## config.mk

```make
export PLATFORM = sky130hd
export DESIGN_NAME = acc_wb_arbiter
export DESIGN_NICKNAME = d
export VERILOG_FILES = /design/src/rtl/acc_wb_arbiter.sv
export SDC_FILE = /design/constraint.sdc
export NUM_CORES = 2
export LEC_CHECK = 0
export BUFFER_PORTS_ARGS = -buffer_cell sky130_fd_sc_hd__buf_4
export CAP_MARGIN = 15
export CELL_PAD_IN_SITES_DETAIL_PLACEMENT = 0
export CELL_PAD_IN_SITES_GLOBAL_PLACEMENT = 1
export CORE_MARGIN = 3
export CORE_UTILIZATION = 30
export DETAILED_ROUTE_END_ITERATION = 7
export GPL_ROUTABILITY_DRIVEN = 0
export HOLD_SLACK_MARGIN = 0.03
export PLACE_DENSITY_LB_ADDON = 0.1
export SLEW_MARGIN = 40
export SYNTH_ARGS = -nofsm -noshare
export SYNTH_HDL_FRONTEND = slang
export SYNTH_SLANG_ARGS = --single-unit
export TNS_END_PERCENT = 1
```

## constraint.sdc

```tcl
create_clock -name clk -period 6.3 [get_ports clk]
set_clock_uncertainty 0.2 [all_clocks]
set_input_delay 1.26 -clock clk [delete_from_list [all_inputs] [get_ports clk]]
set_output_delay 1.26 -clock clk [all_outputs]
set_load 0.005 [all_outputs]
```

## src/rtl/acc_wb_arbiter.sv

```systemverilog
// acc_wb_arbiter
// Collects final convolution results from N_COL accumulator columns and
// serializes them onto a single valid/ready write port toward the ofmap SRAM.
// Each column owns a small FIFO. A round-robin arbiter drains the FIFOs into
// one output register. Layer completion is reported once every column's
// last-flagged result has been accepted by the writer.
//
// Ports:
//   clk, rst_n        clock, synchronous active-low reset
//   layer_start_i     pulse: clears overflow and per-column done bits
//   conv_valid_i      per-column result strobe (no backpressure)
//   conv_last_i       per-column "final result of layer" flag
//   conv_result_i     per-column result data, column c at [c*DATA_W +: DATA_W]
//   addr_i            per-column result index, column c at [c*ADDR_W +: ADDR_W]
//   wr_en_o           write request valid
//   wr_addr_o         {column index, addr}
//   wr_data_o         write data
//   wr_ready_i        writer accepts when wr_en_o & wr_ready_i
//   done_o            one-cycle pulse when all columns' last results are written
//   overflow_o        sticky: a result was dropped on a full FIFO
//   busy_o            any FIFO non-empty or output register occupied
module acc_wb_arbiter #(
   parameter int N_COL      = 16,
   parameter int FIFO_DEPTH = 4,
   parameter int DATA_W     = 8,
   parameter int ADDR_W     = 10
) (
   input  logic                              clk,
   input  logic                              rst_n,
   input  logic                              layer_start_i,
   input  logic [N_COL-1:0]                  conv_valid_i,
   input  logic [N_COL-1:0]                  conv_last_i,
   input  logic [N_COL*DATA_W-1:0]           conv_result_i,
   input  logic [N_COL*ADDR_W-1:0]           addr_i,
   output logic                              wr_en_o,
   output logic [$clog2(N_COL)+ADDR_W-1:0]   wr_addr_o,
   output logic [DATA_W-1:0]                 wr_data_o,
   input  logic                              wr_ready_i,
   output logic                              done_o,
   output logic                              overflow_o,
   output logic                              busy_o
);

   localparam int COL_W = $clog2(N_COL);
   localparam int PTR_W = $clog2(FIFO_DEPTH);
   localparam int CNT_W = PTR_W + 1;
   localparam int ENT_W = 1 + DATA_W + ADDR_W;   // {last, data, addr}

   logic [ENT_W-1:0] mem_r    [N_COL][FIFO_DEPTH];
   logic [PTR_W-1:0] wr_ptr_r [N_COL];
   logic [PTR_W-1:0] rd_ptr_r [N_COL];
   logic [CNT_W-1:0] count_r  [N_COL];

   logic [N_COL-1:0] nonempty_s;
   logic [N_COL-1:0] full_s;
   logic [N_COL-1:0] push_s;
   logic [N_COL-1:0] pop_s;
   logic [N_COL-1:0] drop_s;

   logic [COL_W-1:0] rr_ptr_r;
   logic [COL_W-1:0] grant_s;
   logic             grant_valid_s;
   logic             free_s;
   logic             load_s;
   logic [ENT_W-1:0] head_s;
   logic             out_last_r;
   logic             accept_s;
   logic [N_COL-1:0] done_bits_r;
   logic [N_COL-1:0] done_next_s;

   // FIFO occupancy flags
   always_comb begin
      nonempty_s = {N_COL{1'b0}};
      full_s     = {N_COL{1'b0}};
      for (int c = 0; c < N_COL; c++) begin
         nonempty_s[c] = (count_r[c] != {CNT_W{1'b0}});
         full_s[c]     = (count_r[c] == CNT_W'(FIFO_DEPTH));
      end
   end

   // Round-robin search: first non-empty column at or above rr_ptr_r, wrapping
   always_comb begin : grant_search
      logic [COL_W-1:0] cand;
      grant_valid_s = 1'b0;
      grant_s       = {COL_W{1'b0}};
      cand          = {COL_W{1'b0}};
      for (int i = 0; i < N_COL; i++) begin
         cand = rr_ptr_r + COL_W'(i);
         if (!grant_valid_s && nonempty_s[cand]) begin
            grant_valid_s = 1'b1;
            grant_s       = cand;
         end else begin
            grant_s       = grant_s;
         end
      end
   end

   // Output register is free when empty or being accepted this cycle
   always_comb begin
      accept_s = wr_en_o & wr_ready_i;
      free_s   = ~wr_en_o | wr_ready_i;
      load_s   = free_s & grant_valid_s;
      head_s   = mem_r[grant_s][rd_ptr_r[grant_s]];
   end

   // Per-column push/pop/drop; a full FIFO popped this cycle still takes the push
   always_comb begin
      pop_s  = {N_COL{1'b0}};
      push_s = {N_COL{1'b0}};
      drop_s = {N_COL{1'b0}};
      for (int c = 0; c < N_COL; c++) begin
         pop_s[c]  = load_s && (grant_s == COL_W'(c));
         push_s[c] = conv_valid_i[c] && (!full_s[c] || pop_s[c]);
         drop_s[c] = conv_valid_i[c] && full_s[c] && !pop_s[c];
      end
   end

   // FIFO storage; contents need no reset because occupancy is tracked separately
   always_ff @(posedge clk) begin
      for (int c = 0; c < N_COL; c++) begin
         if (push_s[c]) begin
            mem_r[c][wr_ptr_r[c]] <= {conv_last_i[c],
                                      conv_result_i[c*DATA_W +: DATA_W],
                                      addr_i[c*ADDR_W +: ADDR_W]};
         end
      end
   end

   // FIFO pointers and occupancy counters
   always_ff @(posedge clk) begin
      for (int c = 0; c < N_COL; c++) begin
         if (!rst_n) begin
            wr_ptr_r[c] <= {PTR_W{1'b0}};
            rd_ptr_r[c] <= {PTR_W{1'b0}};
            count_r[c]  <= {CNT_W{1'b0}};
         end else begin
            if (push_s[c]) wr_ptr_r[c] <= wr_ptr_r[c] + PTR_W'(1);
            if (pop_s[c])  rd_ptr_r[c] <= rd_ptr_r[c] + PTR_W'(1);
            case ({push_s[c], pop_s[c]})
               2'b10:   count_r[c] <= count_r[c] + CNT_W'(1);
               2'b01:   count_r[c] <= count_r[c] - CNT_W'(1);
               default: count_r[c] <= count_r[c];
            endcase
         end
      end
   end

   // Output register and round-robin pointer; held stable while stalled
   always_ff @(posedge clk) begin
      if (!rst_n) begin
         wr_en_o    <= 1'b0;
         wr_addr_o  <= {(COL_W+ADDR_W){1'b0}};
         wr_data_o  <= {DATA_W{1'b0}};
         out_last_r <= 1'b0;
         rr_ptr_r   <= {COL_W{1'b0}};
      end else if (load_s) begin
         wr_en_o    <= 1'b1;
         wr_addr_o  <= {grant_s, head_s[ADDR_W-1:0]};
         wr_data_o  <= head_s[ADDR_W +: DATA_W];
         out_last_r <= head_s[ENT_W-1];
         rr_ptr_r   <= grant_s + COL_W'(1);
      end else if (free_s) begin
         wr_en_o    <= 1'b0;
      end
   end

   // Done bits including any last accepted this cycle
   always_comb begin
      done_next_s = done_bits_r;
      if (accept_s && out_last_r) begin
         done_next_s[wr_addr_o[ADDR_W +: COL_W]] = 1'b1;
      end else begin
         done_next_s = done_bits_r;
      end
   end

   // Completion tracking; layer_start_i overrides a coincident last acceptance
   always_ff @(posedge clk) begin
      if (!rst_n) begin
         done_bits_r <= {N_COL{1'b0}};
         done_o      <= 1'b0;
      end else if (layer_start_i) begin
         done_bits_r <= {N_COL{1'b0}};
         done_o      <= 1'b0;
      end else if (&done_next_s) begin
         done_bits_r <= {N_COL{1'b0}};
         done_o      <= 1'b1;
      end else begin
         done_bits_r <= done_next_s;
         done_o      <= 1'b0;
      end
   end

   // Sticky overflow flag
   always_ff @(posedge clk) begin
      if (!rst_n) begin
         overflow_o <= 1'b0;
      end else if (layer_start_i) begin
         overflow_o <= 1'b0;
      end else if (|drop_s) begin
         overflow_o <= 1'b1;
      end else begin
         overflow_o <= overflow_o;
      end
   end

   assign busy_o = (|nonempty_s) | wr_en_o;

endmodule
```

==> results.sh <==
export IMPL_fin_hold_ws_ns=0.259
export IMPL_ioPinCount=350
export IMPL_async_reset_ff_frac=0
export IMPL_max_cap_viol_count=0
export IMPL_clockBufferDepth=3
export IMPL_synth_seq_cells=1374
export IMPL_endpoint_kind="register"
export IMPL_synth_edff_count=1328
export IMPL_grt_pass1_wl_um=359000
export IMPL_period_share=0.959
export IMPL_r2r_end="out_last_r"
export IMPL_cts_sinks=1374
export IMPL_grt_overflow_total=0
export IMPL_cp_max_fo=15
export IMPL_num_vias=42100
export IMPL_ant_nets=0
export IMPL_crit_end="out_last_r"
export IMPL_h_tree_depth=4
export IMPL_synth_top_cell_area_share=0.658
export IMPL_fillCellCount=19500
export IMPL_drtIter0Drc=3628
export IMPL_r2r_cells=23
export IMPL_worstPathCellList="inv_1 > ha_1 > or3b_4 > and4_1 > o41ai_1 > buf_4 > a21boi_1 > nand4_1 > nor2_1 > a21oi_1 > o2111ai_1 > and2_4 > buf_6 > buf_4 > nand3_2 > buf_12 > a21oi_1 > buf_4 > a31oi_2 > nor4b_2 > mux2i_1 > o211ai_1 > o22ai_1"
export IMPL_layout_drive_gt1_share=0.246
export IMPL_cp_common_cell="buf_4"
export IMPL_die_w_um=456
export IMPL_critPathArrivalTime_ns=6.57
export IMPL_cp_start_kind="register"
export IMPL_antenna_found_initial=21
export IMPL_cp_num_buf_inv=6
export IMPL_rsz0062_at_grt="yes"
export IMPL_synth_area_sq_um=60600
export IMPL_syn_nets=4902
export IMPL_finalMaxSlewViolations=0
export IMPL_ys_types=104
export IMPL_grt_usage=0.251
export IMPL_clk_latency_ns=0.80
export IMPL_wl_per_cell_um=32.9
export IMPL_crit_path_start="count_r[1][9]"
export IMPL_cts_root_buf="clkbuf_16"
export IMPL_layout_commonest_cell="edfxtp_1"
export IMPL_die_area_sq_um=208000
export IMPL_worstReg2RegStart="count_r[1][9]"
export IMPL_critPathSlowestCell="or3b_4"
export IMPL_setup_viol_count_final=0
export IMPL_routed_wl_um=268000
export IMPL_crit_cells=23
export IMPL_cts_buffers=160
export IMPL_slowest_delay_ns=0.44
export IMPL_cts_hold_buf=0
export IMPL_maxSlewHeadroom=0.503
export IMPL_grt_pass1_vias=42700
export IMPL_start_util=0.303
export IMPL_final_cell_mix="edfxtp_1, buf_4, nand2_1"
export IMPL_finalHoldViolCount=0
export IMPL_path_clk_slew_ns=0.06
export IMPL_die_h_um=456
export IMPL_hold_path_class="register to register"
export IMPL_synth_area_leaders="edfxtp_1, mux2i_1, nand2_1"
export IMPL_max_slew_worst_pin_slew_ns=0.740
export IMPL_critPathKind="register to register"
export IMPL_tritoncts="yes"
export IMPL_synth_ff_type="edfxtp_1"
export IMPL_synth_top_area_cell="edfxtp_1"
export IMPL_grt_start_max_net_pins=55
export IMPL_critPathTopFamily="simple AND/OR/NAND/NOR gates"
export IMPL_synth_avg_cell_area_sq_um=13.7
export IMPL_rrSetupSlack_ns=0.26
export IMPL_syn2layout_area_growth_pct=27.3
export IMPL_syn_inst=4425
export IMPL_dr_pass1_iters=7
export IMPL_seq_area_frac_synth=0.673
export IMPL_core_area_sq_um=200000
export IMPL_required_ns=6.82
export IMPL_min_period_ns=6.04
export IMPL_fmax_mhz=165
export IMPL_row_count=164
export IMPL_drc_errors=0
export IMPL_final_net_count=5837
export IMPL_hpwl_um=195000
export IMPL_port_buffers=349
export IMPL_ys_warnings_count=0
export IMPL_via_per_inst=5.16
export IMPL_status="completed"
-- through the flow --
| step | std cells | TNS, ns | setup WS (ns) | utilization | area (sq um) |
|---|---|---|---|---|---|
| 3_3_place_gp | 7839 | -0.187 | -0.112 | 0.358 | 71800 |
| 3_5_place_dp | 7839 | -0.159 | -0.105 | 0.358 | 71800 |
| 6_report | 8162 | 0 | 0.256 | 0.385 | 77200 |
| 4_1_cts | 8134 | 0 | 0.000315 | 0.383 | 76800 |
| 2_1_floorplan | 4425 | -0.0357 | -0.0357 | - | 60700 |
| 5_1_grt | 8155 | -0.0503 | -0.0357 | 0.385 | 77200 |
-- layer usage --
metal | track usage | part of all wire | vias up
li1 | - | - | 18700
met1 | 0.293 | 0.39 | 21800
met4 | 0.115 | 0.050 | 8
met2 | 0.455 | 0.52 | 1256
met3 | 0.0339 | 0.041 | 393
met5 | 0 | 0.00019 | -
-- cells in the mapped netlist, types with 14 or more instances --
master,number
edfxtp_1,1328
nand2_1,671
mux2i_1,444
nand3_1,175
a21oi_1,152
ha_1,152
nor2_1,142
inv_1,125
o22ai_1,104
clkbuf_1,91
and3_1,88
o21ai_0,68
nor3_1,62
buf_2,59
dfxtp_1,46
buf_4,45
a211oi_1,43
nand4_1,43
and2_1,41
a31oi_1,38
nor2b_1,37
nor4_1,36
xnor2_1,29
a32oi_1,26
a311oi_1,25
buf_6,24
nand2b_1,21
o21ai_1,19
buf_1,17
mux2_2,17
mux4_2,14
or4_1,14
-- what timing repair did --
item                                    in CTS  in global routing
buffers inserted                             0                 11
pin swaps                                    1                  5
endpoints found under the setup margin       5                310
cloned                                       0                  4
gates resized for setup                      2                 44
-- worst reg2reg max path, cell delays in order (launching register included) --
cell and delay, ns:
edfxtp_1 0.40, inv_1 0.10, ha_1 0.20, or3b_4 0.44
and4_1 0.26, o41ai_1 0.42, buf_4 0.19, a21boi_1 0.29
nand4_1 0.26, nor2_1 0.31, a21oi_1 0.10, o2111ai_1 0.28
and2_4 0.24, buf_6 0.29, buf_4 0.26, nand3_2 0.15
buf_12 0.21, a21oi_1 0.24, buf_4 0.24, a31oi_2 0.09
nor4b_2 0.20, mux2i_1 0.18, o211ai_1 0.21, o22ai_1 0.20
-- worst min-delay path by stage --
stage | startpoint | endpoint | slack, ns | depth (start not counted)
floorplan | done_bits_r[15] | done_bits_r[15] | 0.23 | 2
global placement | done_bits_r[15] | done_bits_r[15] | 0.25 | 2
detailed placement | done_bits_r[15] | done_bits_r[15] | 0.25 | 2
CTS | done_bits_r[15] | done_bits_r[15] | 0.26 | 2
global route | done_bits_r[15] | done_bits_r[15] | 0.30 | 2
finish | done_bits_r[15] | done_bits_r[15] | 0.26 | 2
-- sequential cells by signal, summed over array words and instances, names as in the netlist --
name         flops
overflow_o       1
wr_en_o          1
done_o           1
wr_addr_o       14
count_r         48
out_last_r       1
rd_ptr_r        32
wr_ptr_r        32
rr_ptr_r         4
mem_r         1216
wr_data_o        8
done_bits_r     16
-- final cells by class --
cell class              instances  area, sq um  share of cell area
repair buffers               1013         9300               0.120
diodes                         13         32.5            0.000421
flip-flops and latches       1374        40800               0.529
multi-input cells            2682        18200               0.236
inverters                     129          507             0.00656
well taps                    2656         3320              0.0430
clock buffers                 205         4250              0.0550
clock inverters                90          759             0.00984
-- logic make-up (layout without fill, tap and decap cells) --
group | Yosys count | in the layout | share of synthesized area
AO/OA/AOI/OAI | 618 | 618 | 0.0687
AND/OR/NAND/NOR | 1390 | 1390 | 0.107
multiplexers | 479 | 479 | 0.0825
flip-flops | 1374 | 1374 | 0.673
XOR/XNOR | 42 | 42 | 0.00619
buffers and inverters | 369 | 1437 | 0.0307
adder cells (fa/ha/maj) | 153 | 153 | 0.0317
other | 0 | 13 | 0
Power is not shown: default switching activity piles up to over one toggle a cycle in this logic, so the estimate is an artifact.
